$ cat config.mk
export PLATFORM = sky130hd
export DESIGN_NAME = pulse_gen
export DESIGN_NICKNAME = d
export VERILOG_FILES = /design/src/rtl/pulse_gen.sv
export SDC_FILE = /design/constraint.sdc
export NUM_CORES = 1
export LEC_CHECK = 0
export CAP_MARGIN = 20
export CORE_UTILIZATION = 45
export CTS_BUF_LIST = sky130_fd_sc_hd__clkbuf_16
export DETAILED_ROUTE_END_ITERATION = 8
export GPL_ROUTABILITY_DRIVEN = 0
export HOLD_SLACK_MARGIN = 0.03
export SYNTH_ARGS = -nofsm -noshare
export SYNTH_HDL_FRONTEND = slang
export SYNTH_SLANG_ARGS = --single-unit
$ cat constraint.sdc
create_clock -name clk -period 3.75 [get_ports clk]
set_input_delay 0.5625 -clock clk [delete_from_list [all_inputs] [get_ports clk]]
set_output_delay 0.5625 -clock clk [all_outputs]
set_load 0.005 [all_outputs]
$ cat src/rtl/pulse_gen.sv
// ============================================================================
// Module      : pulse_gen
// Description : Detector-like ADC sample source: linear rise, exponential
//               decay, pile-up of overlapping triggers, fixed baseline.
// Revision    : 1.0
// ============================================================================
`timescale 1ns/1ps
`default_nettype none

module pulse_gen #(
    parameter int SIZE_ADC_DATA = 12,
    parameter int AMP_WIDTH     = 12,
    parameter int ACC_FRAC      = 8,
    parameter int RISE_SHIFT    = 2,
    parameter int DECAY_SHIFT   = 5,
    parameter int BASELINE      = 100
) (
    input  logic                     clk,
    input  logic                     reset,
    input  logic                     enable,
    input  logic                     trig_valid,
    input  logic [AMP_WIDTH-1:0]     trig_amp,
    output logic                     trig_ready,
    output logic [SIZE_ADC_DATA-1:0] output_data,
    output logic                     busy,
    output logic                     sat
);

    localparam int ACC_W  = AMP_WIDTH + ACC_FRAC + 1;
    localparam int STEP_W = AMP_WIDTH + ACC_FRAC;
    localparam int RCNT_W = RISE_SHIFT + 1;
    localparam int INT_W  = ACC_W - ACC_FRAC;

    localparam logic [RCNT_W-1:0] RISE_LEN   = RCNT_W'(2 ** RISE_SHIFT);
    localparam logic [31:0]       SAMPLE_MAX = 32'((2 ** SIZE_ADC_DATA) - 1);

    localparam logic [1:0] S_IDLE  = 2'd0;
    localparam logic [1:0] S_RISE  = 2'd1;
    localparam logic [1:0] S_DECAY = 2'd2;

    logic [1:0]               state_q, state_d;
    logic [ACC_W-1:0]         acc_q, acc_d;
    logic [STEP_W-1:0]        step_q, step_d;
    logic [RCNT_W-1:0]        rcnt_q, rcnt_d;
    logic [SIZE_ADC_DATA-1:0] output_data_q, output_data_d;
    logic                     busy_q, busy_d;
    logic                     sat_q, sat_d;

    logic                     accept;
    logic [STEP_W-1:0]        new_step;
    logic [ACC_W:0]           rise_sum;
    logic                     rise_ovf;
    logic [ACC_W-1:0]         decay_next;
    logic [INT_W-1:0]         acc_int;
    logic [31:0]              sample_sum;
    logic                     sample_clamp;

    assign trig_ready = enable && (state_q != S_RISE);
    assign accept     = trig_valid && trig_ready;

    // Low amplitude bits fall off here; peak is step * 2^RISE_SHIFT, not amp.
    assign new_step   = (STEP_W'(trig_amp) << ACC_FRAC) >> RISE_SHIFT;
    assign rise_sum   = (ACC_W + 1)'(acc_q) + (ACC_W + 1)'(step_q);
    assign rise_ovf   = rise_sum[ACC_W];
    assign decay_next = acc_q - (acc_q >> DECAY_SHIFT);
    assign acc_int    = acc_q[ACC_W-1:ACC_FRAC];

    assign sample_sum   = 32'(BASELINE) + 32'(acc_int);
    assign sample_clamp = sample_sum > SAMPLE_MAX;

    always_comb begin
        state_d = state_q;
        acc_d   = acc_q;
        step_d  = step_q;
        rcnt_d  = rcnt_q;
        sat_d   = sat_q | sample_clamp;

        case (state_q)
            S_IDLE: begin
                acc_d = '0;
                if (accept) begin
                    step_d  = new_step;
                    rcnt_d  = RISE_LEN;
                    state_d = S_RISE;
                end
            end
            S_RISE: begin
                acc_d  = rise_ovf ? '1 : rise_sum[ACC_W-1:0];
                sat_d  = sat_q | sample_clamp | rise_ovf;
                rcnt_d = rcnt_q - RCNT_W'(1);
                if (rcnt_q == RCNT_W'(1)) begin
                    state_d = S_DECAY;
                end
            end
            S_DECAY: begin
                // Pile-up: the new pulse starts from the untouched residue.
                if (accept) begin
                    step_d  = new_step;
                    rcnt_d  = RISE_LEN;
                    state_d = S_RISE;
                end else if (acc_int == '0) begin
                    acc_d   = '0;
                    state_d = S_IDLE;
                end else begin
                    acc_d = decay_next;
                end
            end
            default: begin
                acc_d   = '0;
                state_d = S_IDLE;
            end
        endcase

        output_data_d = sample_clamp ? '1 : sample_sum[SIZE_ADC_DATA-1:0];
        busy_d        = (state_d != S_IDLE);
    end

    always_ff @(posedge clk or negedge reset) begin
        if (!reset) begin
            state_q       <= S_IDLE;
            acc_q         <= '0;
            step_q        <= '0;
            rcnt_q        <= '0;
            output_data_q <= '0;
            busy_q        <= 1'b0;
            sat_q         <= 1'b0;
        end else begin
            state_q       <= state_d;
            acc_q         <= acc_d;
            step_q        <= step_d;
            rcnt_q        <= rcnt_d;
            output_data_q <= output_data_d;
            busy_q        <= busy_d;
            sat_q         <= sat_d;
        end
    end

    assign output_data = output_data_q;
    assign busy        = busy_q;
    assign sat         = sat_q;

endmodule

`default_nettype wire

==> impl_metrics.py, run 1 <==
metrics = {
    "status": {
        "status": "finished clean",
    },
    "sta": {
        "worst_pin_slew_ns": 0.831,
        "skew_ns": 0.00729,
        "period_minus_slack_ns": 3.02,
        "tns_ns": 0,
        "drv_slew": 0,
        "layout_setup_ws_ns": 0.729,
        "hold-worst-slack_ns": 0.266,
        "hold_viol": 0,
        "max_freq_mhz": 331,
        "slew_headroom_pct": 44.6,
        "rsz0062_at_grt": "false",
        "finalCritPeriodShare_pct": 80.6,
        "setup_viol": 0,
    },
    "drt": {
        "wire_per_inst_um": 17.4,
        "drt_wl_total_um": 9890,
        "drc": 0,
        "first_pass_iters": 5,
        "vias": 3360,
        "drt_iter0_markers": 202,
        "viasPerCell": 5.89,
        "final_antenna_net_count": 0,
    },
    "power": {
        "ir_drop_mv": 0.359,
        "power_density_nw_per_um2": 888,
        "cellLeakagePower_nw": 1.97,
        "finalPower_mw": 3.94,
    },
    "clocking": {
        "clkLatencyLatePin_ns": 0.30,
        "clk_pin_slew_ns": 0.07,
        "root_buffer": "clkbuf_16",
        "post_cts_buffers": 0,
        "ctsHoldBuffers": 0,
        "cts_max_level": 2,
        "clockBufferDepth": 2,
        "cts_num_sinks": 52,
        "tritoncts": "done",
        "ctsResizeCount": 0,
        "cts_inserted_buffers": 5,
    },
    "synth": {
        "synthesis.area_sq_um": 3860,
        "yosys.area.top_type": "dfrtp_1",
        "yosysWarnings": 0,
        "ys_dominant_reg_cell": "dfrtp_1",
        "synth_cells": 436,
        "synthArstFlopShare_pct": 100,
        "ys_seq_elements": 52,
        "yosys-top-cells-area": "dfrtp_1, ha_1, o21ai_0, nand2_1, xnor2_1",
        "yosysSeqAreaShare_pct": 33.7,
        "synthTopCellsByCount": "dfrtp_1, nand2_1, ha_1, o21ai_0",
        "yosysTopAreaCellShare_pct": 33.7,
        "synth_fp_nets": 490,
        "synth_cell_type_count": 55,
        "synth.avg_cell_area_sq_um": 8.86,
        "synth.most_common_cell": "dfrtp_1",
        "synth-edff-count": 0,
    },
    "critical_path": {
        "crit_chain": "inv_1 > ha_1 > a21o_1 > or4_1 > o22ai_2 > o31ai_2 > a211oi_1 > nor2_1 > o311ai_0 > nand3_1",
        "cp-startpoint": "acc_q[9]",
        "worst-setup-path-type": "reg -> reg",
        "rr_startpoint": "acc_q[9]",
        "cp-start-kind": "flip-flop",
        "end_kind": "flip-flop",
        "slowest_delay_ns": 0.51,
        "cp.required_ns": 3.91,
        "slowest_stage": "dfrtp_1",
        "cp_data_arrival_time_ns": 3.18,
        "crit_fanout": 6,
    },
    "layout": {
        "area_growth_pct": 14.7,
        "n_fill_cell": 780,
        "drive_gt1_share_pct": 6.24,
        "num_antenna_cells": 0,
        "fin_nets": 518,
        "final_core_util_pct": 53.7,
    },
    "floorplanning": {
        "fp.dieW_um": 94.7,
        "rows": 33,
        "die_y_um": 94.7,
        "start_util_pct": 46.8,
        "core_area_sq_um": 8260,
        "dieArea_sq_um": 8960,
        "ioPinCount": 31,
    },
    "grt": {
        "grt_usage_pct": 24.1,
        "antenna_found_initial": 0,
        "grt_overflow_total": 0,
        "grt_pass1_vias": 3238,
        "grt_first_pass_wirelength_um": 16500,
        "grt_max_degree": 29,
    },
    "placed_design": {
        "post-dp-hpwl_um": 7560,
        "pre_cts_slack_ns": 0.781,
        "io_buffers": 30,
    },
    "run": {
        "cap_violations": 0,
    },
    "min_path": {
        "hp-class": "in -> async",
    },
}
## layout make-up
| class | instances | area (sq um) | area share [%] |
|---|---|---|---|
| Clock buffer | 5 | 125 | 2.82 |
| Clock inverter | 3 | 37.5 | 0.847 |
| Sequential cell | 52 | 1300 | 29.4 |
| Tap cell | 105 | 131 | 2.96 |
| Inverter | 30 | 113 | 2.54 |
| Timing Repair Buffer | 36 | 340 | 7.68 |
| Multi-Input combinational cell | 339 | 2380 | 53.8 |
## layout by cell type, fill, tap and decap left out, types with 2 or more instances in the layout
master            n
nand2b_1          9
o31ai_1           4
nor3_1            9
o31a_1            3
a21oi_1          30
buf_4             6
or4_1             3
ha_1             36
fa_1              2
o21a_1            5
nand3_1           8
a31oi_1           6
nand3b_1          5
clkinv_1          2
and2_1            2
xnor2_1          19
inv_1            30
xor2_1            9
a211o_1           2
nor2_1           23
o211ai_1          3
nand4_1           3
a32oi_1           3
clkdlybuf4s50_1  29
dfrtp_1          52
o21ai_0          36
clkbuf_16         5
and3_1            7
o221ai_1          5
mux2_2           11
mux2i_1           8
nand2_1          48
a21o_1            6
nor2b_1           3
o22ai_1           6
nor4_1            2
a22o_1            5
## power by group
group / internal (mW) / total, mW / switching (mW)
combinational: 1.13 / 2.53 / 1.40
sequential: 0.726 / 0.883 / 0.157
clock: 0.311 / 0.526 / 0.215
total: 2.17 / 3.94 / 1.77
## state kept, by name, indices dropped and copies added, names as in the netlist
register     cells
acc_q           21
rcnt_q           3
step_q          12
output_data     12
sat              1
busy             1
state_q          2
## worst max-delay path, delay by kind of cell, from the launching register on
family,cells,cell delay (ns)
AO/OA/AOI/OAI,5,1.28
adder cells (fa/ha/maj),1,0.34
AND/OR/NAND/NOR,3,0.66
flip-flops,1,0.51
buffers and inverters,1,0.10
## cell families after synthesis
family	Yosys count	synth area share (%)
compound gates	129	22.0
simple gates	125	15.4
flops	52	33.7
buf+inv	45	4.60
fa+ha+maj	38	12.7
xor+xnor	28	6.35
mux	19	5.28
## stage by stage
stage	cells	instance area (sq um)
detailed placement	561	4260
global route	570	4430
CTS	569	4430
global placement	561	4260
floorplan	436	3860
finish	570	4430
## routing by layer
layer | routed length [um] | part of all wire (%) | vias to the layer above | global-route usage, %
met3 | 497 | 5.0 | 17 | 3.95
met1 | 4740 | 48 | 1614 | 33.6
met5 | 0 | 0 | - | 0
li1 | - | - | 1628 | -
met4 | 174 | 1.8 | 0 | 6.69
met2 | 4480 | 45 | 101 | 38.4
## path summary, 6_finish.rpt
kind	cells past startpoint	endpoint	slack, ns
min in group clk	1	step_q[17]	0.51
max in group asynchronous	2	acc_q[14]	2.69
hold / removal	1	acc_q[3]	0.27
hold reg to reg	1	step_q[17]	0.51
setup reg to reg	10	acc_q[18]	0.73
setup / recovery	10	acc_q[18]	0.73
(Power assumes the default switching activity.)
==> run 2: changes to the inputs <==
Clock period 3.75 ns to 2.9 ns, I/O delays scaled along.
==> run 2 against run 1 <==
- routed wire length is 0.68% lower
- sequential share of layout area fell by 1.0 points
- combinational power rose by 41%
- first-iteration DRC count decreased by 12%
==> impl_metrics.py, run 2 (synthesis results as in run 1) <==
metrics = {
    "critical_path": {
        "cp_top_family": "compound AO/OA/AOI/OAI gates",
        "crit_cells": 10,
        "cp_data_arrival_time_ns": 3.00,
        "cp-start-kind": "flip-flop",
        "crit_fanout": 4,
        "worstPathBufferInverterCount": 1,
        "crit_chain": "inv_1 > ha_1 > a21o_1 > or4_1 > o22ai_4 > o31ai_4 > a2111oi_4 > nor2_1 > or4_1 > o211ai_1",
        "slowest_stage": "or4_1",
        "r2r_slack_ns": 0.11,
        "reg2reg_depth": 10,
        "rr_startpoint": "acc_q[9]",
        "r2r-end": "acc_q[16]",
        "critical_path.most_common_cell": "or4_1",
        "worst-setup-path-type": "reg -> reg",
        "slowest_delay_ns": 0.46,
        "end_kind": "flip-flop",
        "cp.required_ns": 3.11,
    },
    "floorplanning": {
        "rows": 33,
        "ioPinCount": 31,
        "core_area_sq_um": 8260,
        "dieArea_sq_um": 8960,
        "start_util_pct": 46.8,
        "die_y_um": 94.7,
        "fp.dieW_um": 94.7,
    },
    "grt": {
        "grt_pass1_vias": 3322,
        "grt_first_pass_wirelength_um": 16700,
        "grt_max_degree": 53,
        "grt_usage_pct": 24.1,
        "grt_overflow_total": 0,
        "antenna_found_initial": 0,
    },
    "drt": {
        "wire_per_inst_um": 16.8,
        "drt_iter0_markers": 178,
        "viasPerCell": 5.80,
        "first_pass_iters": 4,
        "drt_wl_total_um": 9820,
        "vias": 3395,
        "final_antenna_net_count": 0,
        "drc": 0,
    },
    "sta": {
        "worst_pin_slew_ns": 0.682,
        "skew_ns": 0.00778,
        "slew_headroom_pct": 54.5,
        "max_freq_mhz": 359,
        "hold_viol": 0,
        "drv_slew": 0,
        "finalCritPeriodShare_pct": 96.1,
        "period_minus_slack_ns": 2.79,
        "setup_viol": 0,
    },
    "power": {
        "cellLeakagePower_nw": 2.04,
        "ir_drop_mv": 0.380,
        "power_density_nw_per_um2": 1140,
    },
    "layout": {
        "final_core_util_pct": 55.7,
        "mostFrequentLayoutCells": "dfrtp_1, nand2_1, ha_1",
        "final_common_cell": "dfrtp_1",
        "largest_register_ffs": 21,
        "n_fill_cell": 797,
        "drive_gt1_share_pct": 10.4,
        "area_growth_pct": 19.1,
        "finalNonFillerCells": 585,
        "num_antenna_cells": 0,
        "fin_nets": 533,
        "regMostFlops": "acc_q",
    },
    "clocking": {
        "cts_num_sinks": 52,
        "clkLatencyLatePin_ns": 0.30,
        "cts_inserted_buffers": 5,
        "tritoncts": "done",
        "cts_max_level": 2,
        "root_buffer": "clkbuf_16",
        "clk_pin_slew_ns": 0.07,
        "clockBufferDepth": 2,
        "ctsHoldBuffers": 0,
    },
    "placed_design": {
        "post-dp-hpwl_um": 7480,
        "placed_cells": 577,
        "io_buffers": 30,
    },
    "min_path": {
        "hp-class": "in -> async",
    },
    "status": {
        "status": "finished clean",
    },
    "run": {
        "cap_violations": 0,
    },
}
-- run 2: cell types whose count changed in the layout (fill, tap and decap cells not counted), moves of 2 or more --
cell and change:
dfrtp_1 -3, buf_4 +13, dfrtp_2 +3, buf_12 +2
-- run 2: through the flow --
stage               area (sq um)  power, mW   TNS, ns  worst slack, ns  hold slack, ns
floorplan                   3860       3.50         0            0.276           0.139
global placement            4410       4.36         0            0.167           0.453
detailed placement          4410       4.39         0            0.109           0.452
CTS                         4550       5.01         0           0.0771           0.136
global route                4600       5.71  -0.00774         -0.00774           0.149
finish                      4600       5.26         0            0.113           0.125
-- run 2: worst register-to-register path, cell delays in order, from the launching register on --
cell	delay (ns)
dfrtp_1	0.37
inv_1	0.08
ha_1	0.34
a21o_1	0.21
or4_1	0.46
o22ai_4	0.19
o31ai_4	0.14
a2111oi_4	0.34
nor2_1	0.08
or4_1	0.40
o211ai_1	0.10
-- run 2: how the worst max path moves through the flow --
| stage | start | endpoint | slack (ns) |
|---|---|---|---|
| after detailed placement | acc_q[9] | acc_q[18] | 0.11 |
| after global routing | acc_q[9] | acc_q[16] | -0.008 |
| after floorplan | acc_q[9] | acc_q[16] | 0.28 |
| after global placement | acc_q[10] | acc_q[16] | 0.17 |
| after CTS | acc_q[8] | acc_q[18] | 0.08 |
| final | acc_q[9] | acc_q[16] | 0.11 |
-- run 2: layer usage --
layer	global-route usage, %	vias up	part of all wire [%]
met5	0	-	0
met4	6.82	0	1.8
met3	4.27	18	5.9
met2	37.0	117	44
met1	34.5	1597	48
li1	-	1663	-
-- run 2: power breakdown --
group | switching [mW] | leakage [nW] | total, mW | internal (mW)
Sequential | 0.172 | 0.668 | 1.11 | 0.942
Clock | 0.270 | 0.0687 | 0.584 | 0.315
Combinational | 1.94 | 1.31 | 3.57 | 1.63
Total | 2.38 | 2.04 | 5.26 | 2.88
-- run 2: cell type report --
| class | count | area [sq um] | area share, % |
|---|---|---|---|
| Clock buffer | 5 | 125 | 2.72 |
| Clock inverter | 3 | 15.0 | 0.326 |
| Inverter | 30 | 113 | 2.45 |
| Multi-Input combinational cell | 339 | 2430 | 52.9 |
| Sequential cell | 52 | 1310 | 28.4 |
| Tap cell | 105 | 131 | 2.85 |
| Timing Repair Buffer | 51 | 478 | 10.4 |
-- run 2: what timing repair did --
item | CTS | global route
resized for setup | 0 | 11
endpoints found under the setup margin | 0 | 4
buffers inserted | 0 | 0
